**config.mk**
```make
export PLATFORM = sky130hd
export DESIGN_NAME = step_control_decoder
export DESIGN_NICKNAME = d
export VERILOG_FILES = /design/src/rtl/step_control_decoder.sv
export SDC_FILE = /design/constraint.sdc
export NUM_CORES = 1
export LEC_CHECK = 0
export CAP_MARGIN = 40
export CORE_ASPECT_RATIO = 0.5
export CORE_MARGIN = 2
export CORE_UTILIZATION = 40
export CTS_CLUSTER_SIZE = 30
export DETAILED_ROUTE_END_ITERATION = 12
export PLACE_DENSITY = 0.65
export RECOVER_POWER = 100
export SLEW_MARGIN = 20
export SYNTH_ARGS = -nofsm -noshare
export SYNTH_HDL_FRONTEND = slang
export SYNTH_SLANG_ARGS = --single-unit
```
**constraint.sdc**
```tcl
create_clock -name Clock -period 4.3 [get_ports Clock]
set_clock_uncertainty 0.1 [all_clocks]
set_input_delay 0.43 -clock Clock [delete_from_list [all_inputs] [get_ports Clock]]
set_output_delay 0.43 -clock Clock [all_outputs]
set_load 0.005 [all_outputs]
```
**src/rtl/step_control_decoder.sv**
```systemverilog
// Step control decoder for the multi-cycle datapath: turns the clock-counter step,
// opcode and ALU Zero flag into registered per-step strobes, and traps faults and HALT.
module step_control_decoder #(
    parameter int STEPS = 5,
    parameter int OPW   = 4
) (
    input  logic           Clock,
    input  logic           Reset,
    input  logic [2:0]     ClockCount,
    input  logic [OPW-1:0] Opcode,
    input  logic           Zero,
    output logic           PCEnable,
    output logic           PCSelect,
    output logic           IREnable,
    output logic           MemRead,
    output logic           MemWrite,
    output logic           RFWrite,
    output logic [2:0]     ALUOp,
    output logic           BSelect,
    output logic           YSelect,
    output logic           Halted,
    output logic           Fault,
    output logic [1:0]     FaultCode
);

    typedef enum logic [1:0] {SYNC, RUN, HALTED, FAULT} state_t;

    localparam logic [2:0]     LAST    = 3'(STEPS);
    localparam logic [OPW-1:0] OP_NOP  = OPW'(0);
    localparam logic [OPW-1:0] OP_ADD  = OPW'(1);
    localparam logic [OPW-1:0] OP_SUB  = OPW'(2);
    localparam logic [OPW-1:0] OP_AND  = OPW'(3);
    localparam logic [OPW-1:0] OP_OR   = OPW'(4);
    localparam logic [OPW-1:0] OP_LD   = OPW'(5);
    localparam logic [OPW-1:0] OP_ST   = OPW'(6);
    localparam logic [OPW-1:0] OP_ADDI = OPW'(7);
    localparam logic [OPW-1:0] OP_BR   = OPW'(8);
    localparam logic [OPW-1:0] OP_BEQ  = OPW'(9);
    localparam logic [OPW-1:0] OP_HALT = OPW'(10);

    state_t         r_state;
    logic [2:0]     r_exp_step;
    logic [OPW-1:0] r_op_reg;

    logic       w_out_of_range;
    logic [2:0] w_next_step;

    assign w_out_of_range = (ClockCount == 3'd0) || (ClockCount > LAST);
    assign w_next_step    = (ClockCount == LAST) ? 3'd1 : ClockCount + 3'd1;

    always_ff @(posedge Clock or posedge Reset) begin
        if (Reset) begin
            r_state    <= SYNC;
            r_exp_step <= 3'd1;
            r_op_reg   <= '0;
            PCEnable   <= 1'b0;
            PCSelect   <= 1'b0;
            IREnable   <= 1'b0;
            MemRead    <= 1'b0;
            MemWrite   <= 1'b0;
            RFWrite    <= 1'b0;
            ALUOp      <= 3'b000;
            BSelect    <= 1'b0;
            YSelect    <= 1'b0;
            Halted     <= 1'b0;
            Fault      <= 1'b0;
            FaultCode  <= 2'b00;
        end else begin
            // NOTE: strobes default to 0 each edge and are overridden below; non-blocking
            // assignment makes the last write win without creating ordering hazards.
            PCEnable <= 1'b0;
            PCSelect <= 1'b0;
            IREnable <= 1'b0;
            MemRead  <= 1'b0;
            MemWrite <= 1'b0;
            RFWrite  <= 1'b0;
            ALUOp    <= 3'b000;
            BSelect  <= 1'b0;
            YSelect  <= 1'b0;

            case (r_state)
                SYNC: begin
                    if (ClockCount == 3'd1) begin
                        r_state    <= RUN;
                        r_exp_step <= 3'd2;
                        MemRead    <= 1'b1;
                        IREnable   <= 1'b1;
                        PCEnable   <= 1'b1;
                    end
                end
                RUN: begin
                    if (w_out_of_range) begin
                        r_state   <= FAULT;
                        Fault     <= 1'b1;
                        FaultCode <= 2'b11;
                    end else if (ClockCount != r_exp_step) begin
                        r_state   <= FAULT;
                        Fault     <= 1'b1;
                        FaultCode <= 2'b10;
                    end else begin
                        r_exp_step <= w_next_step;
                        case (ClockCount)
                            3'd1: begin
                                MemRead  <= 1'b1;
                                IREnable <= 1'b1;
                                PCEnable <= 1'b1;
                            end
                            3'd2: begin
                                r_op_reg <= Opcode;
                                if (Opcode > OP_HALT) begin
                                    r_state   <= FAULT;
                                    Fault     <= 1'b1;
                                    FaultCode <= 2'b01;
                                end else if (Opcode == OP_HALT) begin
                                    r_state <= HALTED;
                                    Halted  <= 1'b1;
                                end
                            end
                            3'd3: begin
                                case (r_op_reg)
                                    OP_ADD: ALUOp <= 3'b001;
                                    OP_SUB: ALUOp <= 3'b010;
                                    OP_AND: ALUOp <= 3'b011;
                                    OP_OR:  ALUOp <= 3'b100;
                                    OP_ADDI, OP_LD, OP_ST: begin
                                        ALUOp   <= 3'b001;
                                        BSelect <= 1'b1;
                                    end
                                    OP_BR: begin
                                        PCEnable <= 1'b1;
                                        PCSelect <= 1'b1;
                                    end
                                    OP_BEQ: begin
                                        PCEnable <= Zero;
                                        PCSelect <= Zero;
                                    end
                                    default: ;
                                endcase
                            end
                            3'd4: begin
                                MemRead  <= (r_op_reg == OP_LD);
                                MemWrite <= (r_op_reg == OP_ST);
                            end
                            3'd5: begin
                                RFWrite <= (r_op_reg == OP_ADD) || (r_op_reg == OP_SUB) ||
                                           (r_op_reg == OP_AND) || (r_op_reg == OP_OR)  ||
                                           (r_op_reg == OP_ADDI) || (r_op_reg == OP_LD);
                                YSelect <= (r_op_reg == OP_LD);
                            end
                            default: ;
                        endcase
                    end
                end
                // Trap states hold Halted/Fault/FaultCode until Reset; only strobes clear.
                HALTED: ;
                FAULT:  ;
                default: r_state <= SYNC;
            endcase
        end
    end

    // OP_NOP is the implicit "no action" case in every step decode.
    logic w_unused_nop;
    assign w_unused_nop = (r_op_reg == OP_NOP);

endmodule

```
# Word-level counts from Yosys, hierarchy flattened
# Index checks and enable logic that the tools add are counted.
# W data, S select, Z words.
# op_classes
n_addsub	1
order_cmp	2
eq_ne	22
n_mux	59
n_bitwise	3
n_reduce_logical	18
# op_table
op	n
$mux W1	32
$mux W3	8
$mux W2	10
$eq A4 B3 Y1 const B	4
$eq A4 B4 Y1 const B	3
$pmux W1 S2	6
$pmux W3 S4	1
$reduce_and A4 Y1	3
$eq A4 B2 Y1 const B	2
$eq A3 B2 Y1 const B	2
$eq A3 B3 Y1 const B	2
$logic_or A1 B1 Y1	6
$ne A2 B2 Y1 const B	3
$pmux W3 S2	1
$reduce_and A6 Y1	1
$reduce_bool A3 Y1	2
$ne A5 B5 Y1 const B	1
$eq A4 B1 Y1 const B	1
$gt A4 B4 Y1 const B	1
$ne A4 B3 Y1 const B	1
$pmux W2 S2	1
$reduce_or A4 Y1	1
$add A3 B1 Y3 const B	1
$eq A3 B1 Y1 const B	1
9 further kinds	11
# totals
reg_bits	24

# Depth between registers and ports, before layout
# Gate-level depths: netlist (run 1).
# depth
depth_word	10
ltp_mapped	6

# Least setup slack after synthesis (run 1)
# OpenSTA, ideal clock, no wires.
# synth_timing
path_type	input-to-reg
from	input ClockCount[2]
to	register FaultCode[0]
setup_time_ps	128
arrival_ps	1671
setup_slack_ps	2402
cell_stages	4
path_buffers	0
path_cell_list	or3b_4 o31a_1 a21oi_1 mux2_1
# synth_via
elab_chain_len	4
word_cells_on_any_way	10
classes_between	1 x order compare; 2 x eq/ne; 2 x mux; 5 x reduce/logical
# synth_rtl
item	line_no	rtl
from (decl)	9	input logic [2:0] ClockCount,
$gt A3 B3 Y1 / $logic_not A3 Y1 (equally long branches)	48	assign w_out_of_range = (ClockCount == 3'd0) || (ClockCount > LAST);
$logic_or A1 B1 Y1	48	
$reduce_bool A3 Y1 (no line)	-	
$reduce_and A3 Y1 (no line)	-	
to (signal assigned)	67	FaultCode <= 2'b00;
to (signal assigned)	95	FaultCode <= 2'b11;
to (signal assigned)	99	FaultCode <= 2'b10;
to (decl)	23	output logic [1:0] FaultCode
# Several ways; a longest one is shown, not always the timed one.
# A chain may end at the register's enable or synchronous reset.

# Final worst setup path (run 1)
# layout_timing
from	input ClockCount[2]
to	register RFWrite
# layout_via
elab_chain_len	5
word_cells_on_any_way	9
classes_between	1 x order compare; 2 x eq/ne; 4 x mux; 2 x reduce/logical
# layout_rtl
item	line_no	rtl
$eq A3 B3 Y1	102	case (ClockCount)
$mux W1	102	
$mux W1	96	end else if (ClockCount != r_exp_step) begin
$mux W1 (*)	92	if (w_out_of_range) begin
$mux W1 (*)	81	case (r_state)
to (signal assigned)	145	RFWrite <= (r_op_reg == OP_ADD) || (r_op_reg == OP_SUB) ||
to (decl)	17	output logic RFWrite,
# Every way passes the cells marked *; elsewhere a longest branch is shown, timed or not.

==> results of run 1 <==
## worst register-to-register path: stages (launching register included)
cell,delay (ps)
dfrtp_1,510
nor4bb_1,380
o21a_1,210
o21ai_2,180
a2111oi_0,460
## power groups by stage
| stage | combinational [mW] | clock, mW | sequential [mW] |
|---|---|---|---|
| 2_1_floorplan | 0.0277 | 0 | 0.235 |
| 3_3_place_gp | 0.0432 | 0 | 0.237 |
| 3_5_place_dp | 0.0455 | 0 | 0.237 |
| 4_1_cts | 0.0457 | 0.206 | 0.233 |
| 5_1_grt | 0.0477 | 0.212 | 0.233 |
| 6_report | 0.0418 | 0.198 | 0.233 |
## metrics by stage
stage          cells  total power, mW
5_1_grt          181           0.4927
3_3_place_gp     176           0.2801
6_report         181           0.4720
3_5_place_dp     177           0.2824
2_1_floorplan    118           0.2631
4_1_cts          181           0.4841
## cells in the mapped netlist (2+ instances only)
cell type and number:
nand3_1 3, nand2_1 4, nor4b_2 2, nand2b_1 4, inv_1 9, a21oi_1 4, o21a_1 2, o32ai_1 2
xnor2_1 4, and4b_1 3, dfrtp_1 23, nor2_1 9, nor3_1 2, nor4bb_1 3, mux2_2 4, o21ai_0 5
buf_2 3
## worst paths after layout
check                                          start                         to  slack (ps)  cells after the start
min                               Halted$_DFFE_PP0P_         Halted$_DFFE_PP0P_         370                      1
max                                    ClockCount[2]          RFWrite$_DFF_PP0_        1630                      5
min in group asynchronous                      Reset         ALUOp[1]$_DFF_PP0_         470                      2
min reg2reg                       Halted$_DFFE_PP0P_         Halted$_DFFE_PP0P_         370                      1
max reg2reg                r_exp_step[1]$_DFFE_PP0P_          RFWrite$_DFF_PP0_        2330                      4
max in group asynchronous                      Reset  r_exp_step[1]$_DFFE_PP0P_        2640                      3
## metal layers
layer | vias to the layer above | wire length, µm
met5 | - | 0
met4 | 0 | 33
met3 | 5 | 130
met2 | 26 | 1143
met1 | 493 | 1308
li1 | 483 | -
## logic make-up (layout without fill, tap and decap cells)
logic type	Yosys count	count (layout)	synth area share [%]
AO/OA/AOI/OAI	28	28	17.03
XOR/XNOR	4	4	2.739
adder cells (fa/ha/maj)	1	1	0.9783
buffers and inverters	15	38	5.577
flip-flops	24	24	47.06
multiplexers	5	5	4.403
AND/OR/NAND/NOR	41	41	22.21
## area by class of cell
type	count	area, µm²	share of cell area, %
sequential	24	601.8	38.14
multi-input combinational	79	576.8	36.56
timing repair buffer	25	244.0	15.46
tap	40	50.05	3.172
clock buffer	3	41.29	2.617
inverter	9	33.78	2.141
clock inverter	1	30.03	1.903
==> results.py, run 1 <==
metrics = {
    "status": {
        "status": "finished clean",
    },
    "yosys": {
        "async_reset_ff_share_pct": 100.0,
        "synth_area_leaders": "dfrtp_1, mux2_2, xnor2_1, inv_1, nor2_1",
        "synth.distinct_cells": 49,
        "yosys_most_used_dff": "dfrtp_1",
        "yosys_register_bits": 24,
        "yosysWarningCount": 0,
        "synth_cells": 118,
        "syn_area_per_cell_um2": 10.84,
        "synth.cell_area_mm2": 0.001279,
        "synth_top_area_cell": "dfrtp_1",
        "ys_seq_area_share_pct": 47.06,
        "synth_fp_nets": 129,
        "synth-edff-count": 0,
        "yosysTopAreaCellShare_pct": 45.01,
    },
    "power_and_ir_drop": {
        "switchingPower_mw": 0.09858,
        "power_density_mw_per_mm2": 299.1,
        "p_clk_share_pct": 41.9,
        "peakVddDrop_v": 0.0001410,
        "p_leak_nw": 0.6660,
        "seqPwrFrac_pct": 49.3,
        "power_frac_comb_pct": 8.8,
        "intPower_mw": 0.3734,
        "p_sw_share_pct": 20.89,
    },
    "critical_path": {
        "worstPathRequired_ps": 4330,
        "cp.arrival_ps": 2700,
        "crit_fanout": 14,
        "critical-path-max-stage-delay_ps": 700,
        "worst_setup_path_start_kind": "input port",
        "crit_path_end_kind": "register",
        "crit_family": "simple AND/OR/NAND/NOR gates",
        "cp_slowest_cell": "dlygate4sd3_1",
        "cp.buffers_inverters": 1,
        "crit_chain": "dlygate4sd3_1 > or3b_1 > nor3_1 > o21ai_2 > a2111oi_0",
        "crit_type": "input port to register",
    },
    "clock_tree": {
        "cts.sinks": 24,
        "path_clk_slew_ps": 80,
        "clock_path_buffers": 2,
        "tritoncts": "yes",
        "numCtsBuffers": 3,
        "cts_root_buf": "clkbuf_8",
        "clkLatencyLatePin_ps": 270,
        "post_cts_buffers": 0,
        "cts.repair.resized": 0,
        "postCtsHoldBufs": 0,
        "htreeDepth": 1,
    },
    "finish": {
        "largest_register_ffs": 4,
        "syn2layout_area_growth_pct": 23.39,
        "final_cell_area_mm2": 0.001578,
        "drive_gt1_share_pct": 10.64,
        "final_core_util_pct": 52.06,
        "nNetsFinal": 153,
        "final_common_cell": "dfrtp_1",
        "final_cell_mix": "dfrtp_1, dlygate4sd3_1, nor2_1, inv_1, clkdlybuf4s50_1",
        "n_fill_cell": 274,
        "n_antenna_cell": 0,
    },
    "sta": {
        "post-route-period-util_pct": 62.08,
        "worstMarginPinSlew_ps": 742.9,
        "hold_ws_ps": 371.9,
        "finalSetupViolations": 0,
        "period_minus_slack_ps": 2670,
        "rsz0062_at_grt": "no",
        "finalSetupTns_ps": 0,
        "slew-limit-headroom_pct": 50.47,
        "fin_ws_ps": 1630,
        "slew_viol_final": 0,
        "hold_violations": 0,
        "fmax_mhz": 374.6,
    },
    "placement": {
        "pre_cts_slack_ps": 1562,
        "hpwl_um": 1983,
        "port-buffer-count": 24,
        "place_area_mm2": 0.001546,
        "gpl.final_weighted_congestion": 0.7850,
    },
    "drt": {
        "drt_iter0_drc": 77,
        "antenna_left": 0,
        "drtPass1Iterations": 4,
        "viasPerCell": 5.564,
        "drc": 0,
        "wl_per_cell_um": 14.45,
        "vias": 1007,
        "totalWireLength_um": 2616,
    },
    "global_route": {
        "use_met3_pct": 4.190,
        "gr-total-overflow": 0,
        "grt_pass1_wl_um": 4588,
        "antenna_found_initial": 0,
        "use_met2_pct": 24.32,
        "grt_max_degree": 15,
        "grt_util_met1_pct": 22.94,
        "top_usage_layer": "met2",
        "track_usage_pct": 16.22,
        "first_global_vias": 939,
    },
    "floorplanning": {
        "initial_core_util_pct": 42.20,
        "die_x_um": 83.96,
        "die-area_mm2": 0.003693,
        "die_y_um": 43.98,
        "rows": 14,
        "ios": 25,
        "coreArea_mm2": 0.003030,
    },
    "hold_path": {
        "hp-class": "register to register",
    },
    "run": {
        "cap_violations": 0,
    },
}
No activity file was read; power rests on OpenSTA's default activity.
==> run 2: changes to the inputs <==
PLACE_DENSITY = 0.68   (was 0.65)
clock period = 2.2 ns   (was 4.3 ns; I/O delays follow)
==> run 2 against run 1 <==
Effect of this change: critical path depth grew 2; count of clock-buffer cells in the layout grew 1; sequential share of layout area shrank 1.8 points; sequential cell count is the same; core utilization grew 2.6 points; largest cell class unchanged.
==> results.py, run 2 (synthesized netlist as in run 1, its figures left out) <==
metrics = {
    "critical_path": {
        "critical-path-max-stage-delay_ps": 470,
        "crit_chain": "clkdlybuf4s50_1 > clkbuf_1 > nor3b_1 > nand2_1 > nor2_1 > clkbuf_1 > mux2_2",
        "cp.arrival_ps": 2070,
        "cp_slowest_cell": "clkdlybuf4s50_1",
        "crit_type": "input port to register",
        "worstPathRequired_ps": 2250,
        "crit_path_end_kind": "register",
        "crit_fanout": 6,
        "worst_setup_path_start_kind": "input port",
        "path_common_cell": "clkbuf_1",
    },
    "sta": {
        "fmax_mhz": 496.0,
        "slew_viol_final": 0,
        "rsz0062_at_grt": "no",
        "period_minus_slack_ps": 2016,
        "worstMarginPinSlew_ps": 789.7,
        "finalSetupViolations": 0,
        "post-route-period-util_pct": 91.64,
        "slew-limit-headroom_pct": 47.35,
        "hold_violations": 0,
    },
    "drt": {
        "viasPerCell": 5.292,
        "wl_per_cell_um": 14.19,
        "antenna_left": 0,
        "drc": 0,
        "vias": 1032,
        "drtPass1Iterations": 4,
        "totalWireLength_um": 2768,
        "drt_iter0_drc": 28,
    },
    "power_and_ir_drop": {
        "p_sw_share_pct": 23.41,
        "peakVddDrop_v": 0.0002196,
        "seqPwrFrac_pct": 55.7,
        "power_frac_comb_pct": 11.6,
        "switchingPower_mw": 0.1910,
        "totalPowerFinal_mw": 0.8157,
        "p_leak_nw": 0.7015,
        "intPower_mw": 0.6247,
        "p_clk_share_pct": 32.6,
        "power_density_mw_per_mm2": 492.4,
    },
    "global_route": {
        "track_usage_pct": 16.91,
        "antenna_found_initial": 0,
        "top_usage_layer": "met2",
        "use_met3_pct": 5.143,
        "grt_util_met1_pct": 22.74,
        "grt_pass1_wl_um": 4781,
        "first_global_vias": 988,
        "gr-total-overflow": 0,
        "grt_max_degree": 16,
        "use_met2_pct": 27.04,
    },
    "floorplanning": {
        "coreArea_mm2": 0.003030,
        "ios": 25,
        "rows": 14,
        "die-area_mm2": 0.003693,
        "die_x_um": 83.96,
        "die_y_um": 43.98,
        "initial_core_util_pct": 42.20,
    },
    "clock_tree": {
        "clock_path_buffers": 2,
        "path_clk_slew_ps": 80,
        "postCtsHoldBufs": 0,
        "cts_root_buf": "clkbuf_8",
        "numCtsBuffers": 3,
        "htreeDepth": 1,
        "post_cts_buffers": 0,
        "clkLatencyLatePin_ps": 270,
        "cts.repair.resized": 0,
        "tritoncts": "yes",
        "cts.sinks": 24,
    },
    "run": {
        "cap_violations": 0,
    },
    "finish": {
        "final_cell_area_mm2": 0.001657,
        "final_cell_mix": "dfrtp_1, dlygate4sd3_1, nor2_1, inv_1, buf_4",
        "final_common_cell": "dfrtp_1",
        "syn2layout_area_growth_pct": 29.55,
        "largest_register_ffs": 4,
        "stdcell_count": 195,
        "drive_gt1_share_pct": 16.77,
        "n_antenna_cell": 0,
        "nNetsFinal": 167,
    },
    "placement": {
        "place_inst": 191,
        "place_area_mm2": 0.001644,
        "gpl.final_weighted_congestion": 0.8283,
        "hpwl_um": 2141,
        "port-buffer-count": 24,
    },
    "status": {
        "status": "finished clean",
    },
    "hold_path": {
        "hp-class": "input port to asynchronous set/reset pin",
    },
}
run 2: cell count changes in the layout (fill, tap and decap cells not counted), sizes merged:
cell           change
buf                +9
bufinv             -1
clkbuf             +6
clkdlybuf4s50      +2
dlygate4sd3        -2
run 2: layout make-up:
class / instances / area, µm²
inverter: 9 / 33.78
tap: 40 / 50.05
multi-input combinational: 79 / 595.6
timing repair buffer: 39 / 330.3
fill: 272 / 1374
clock buffer: 4 / 45.04
sequential: 24 / 601.8
run 2: path summary, 6_finish.rpt:
path,depth (start not counted),to,from,slack [ps]
worst max-delay path,7,r_op_reg[3]$_DFFE_PP0P_,ClockCount[1],180
worst min-delay path,2,ALUOp[1]$_DFF_PP0_,Reset,260
worst max register to register,4,FaultCode[0]$_DFFE_PP0P_,r_exp_step[1]$_DFFE_PP0P_,250
worst min register to register,1,Fault$_DFFE_PP0P_,Fault$_DFFE_PP0P_,380
max in group asynchronous,3,r_op_reg[3]$_DFFE_PP0P_,Reset,720
min in group Clock,1,Fault$_DFFE_PP0P_,Fault$_DFFE_PP0P_,380
run 2: critical path, delay by kind of cell:
family,cells,cell delay (ps)
multiplexers,1,370
buffers and inverters,3,930
AND/OR/NAND/NOR,3,560
run 2: through the flow:
stage | worst slack [ps] | setup TNS [ps] | util (%) | hold WS, ps
2_1_floorplan | 481.0 | 0 | - | 133.9
3_3_place_gp | 22.43 | 0 | 54.25 | 352.9
3_5_place_dp | -16.74 | -16.74 | 54.25 | 360.4
4_1_cts | 240.4 | 0 | 55.74 | 126.6
5_1_grt | 74.82 | 0 | 54.67 | 285.3
6_report | 183.8 | 0 | 54.67 | 256.1
run 2: routing by layer:
layer / vias up / wire length (µm)
li1: 504 / -
met1: 507 / 1398
met2: 17 / 1226
met3: 4 / 109
met4: 0 / 33
met5: - / 0
run 2: power groups by stage:
stage                     registers (mW)  clock network (mW)  logic (mW)
after global routing               0.456               0.296       0.104
after floorplan                    0.460                   0      0.0542
after global placement             0.463                   0      0.0975
after CTS                          0.455               0.275      0.0994
after detailed placement           0.463                   0      0.0988
final                              0.455               0.266      0.0947
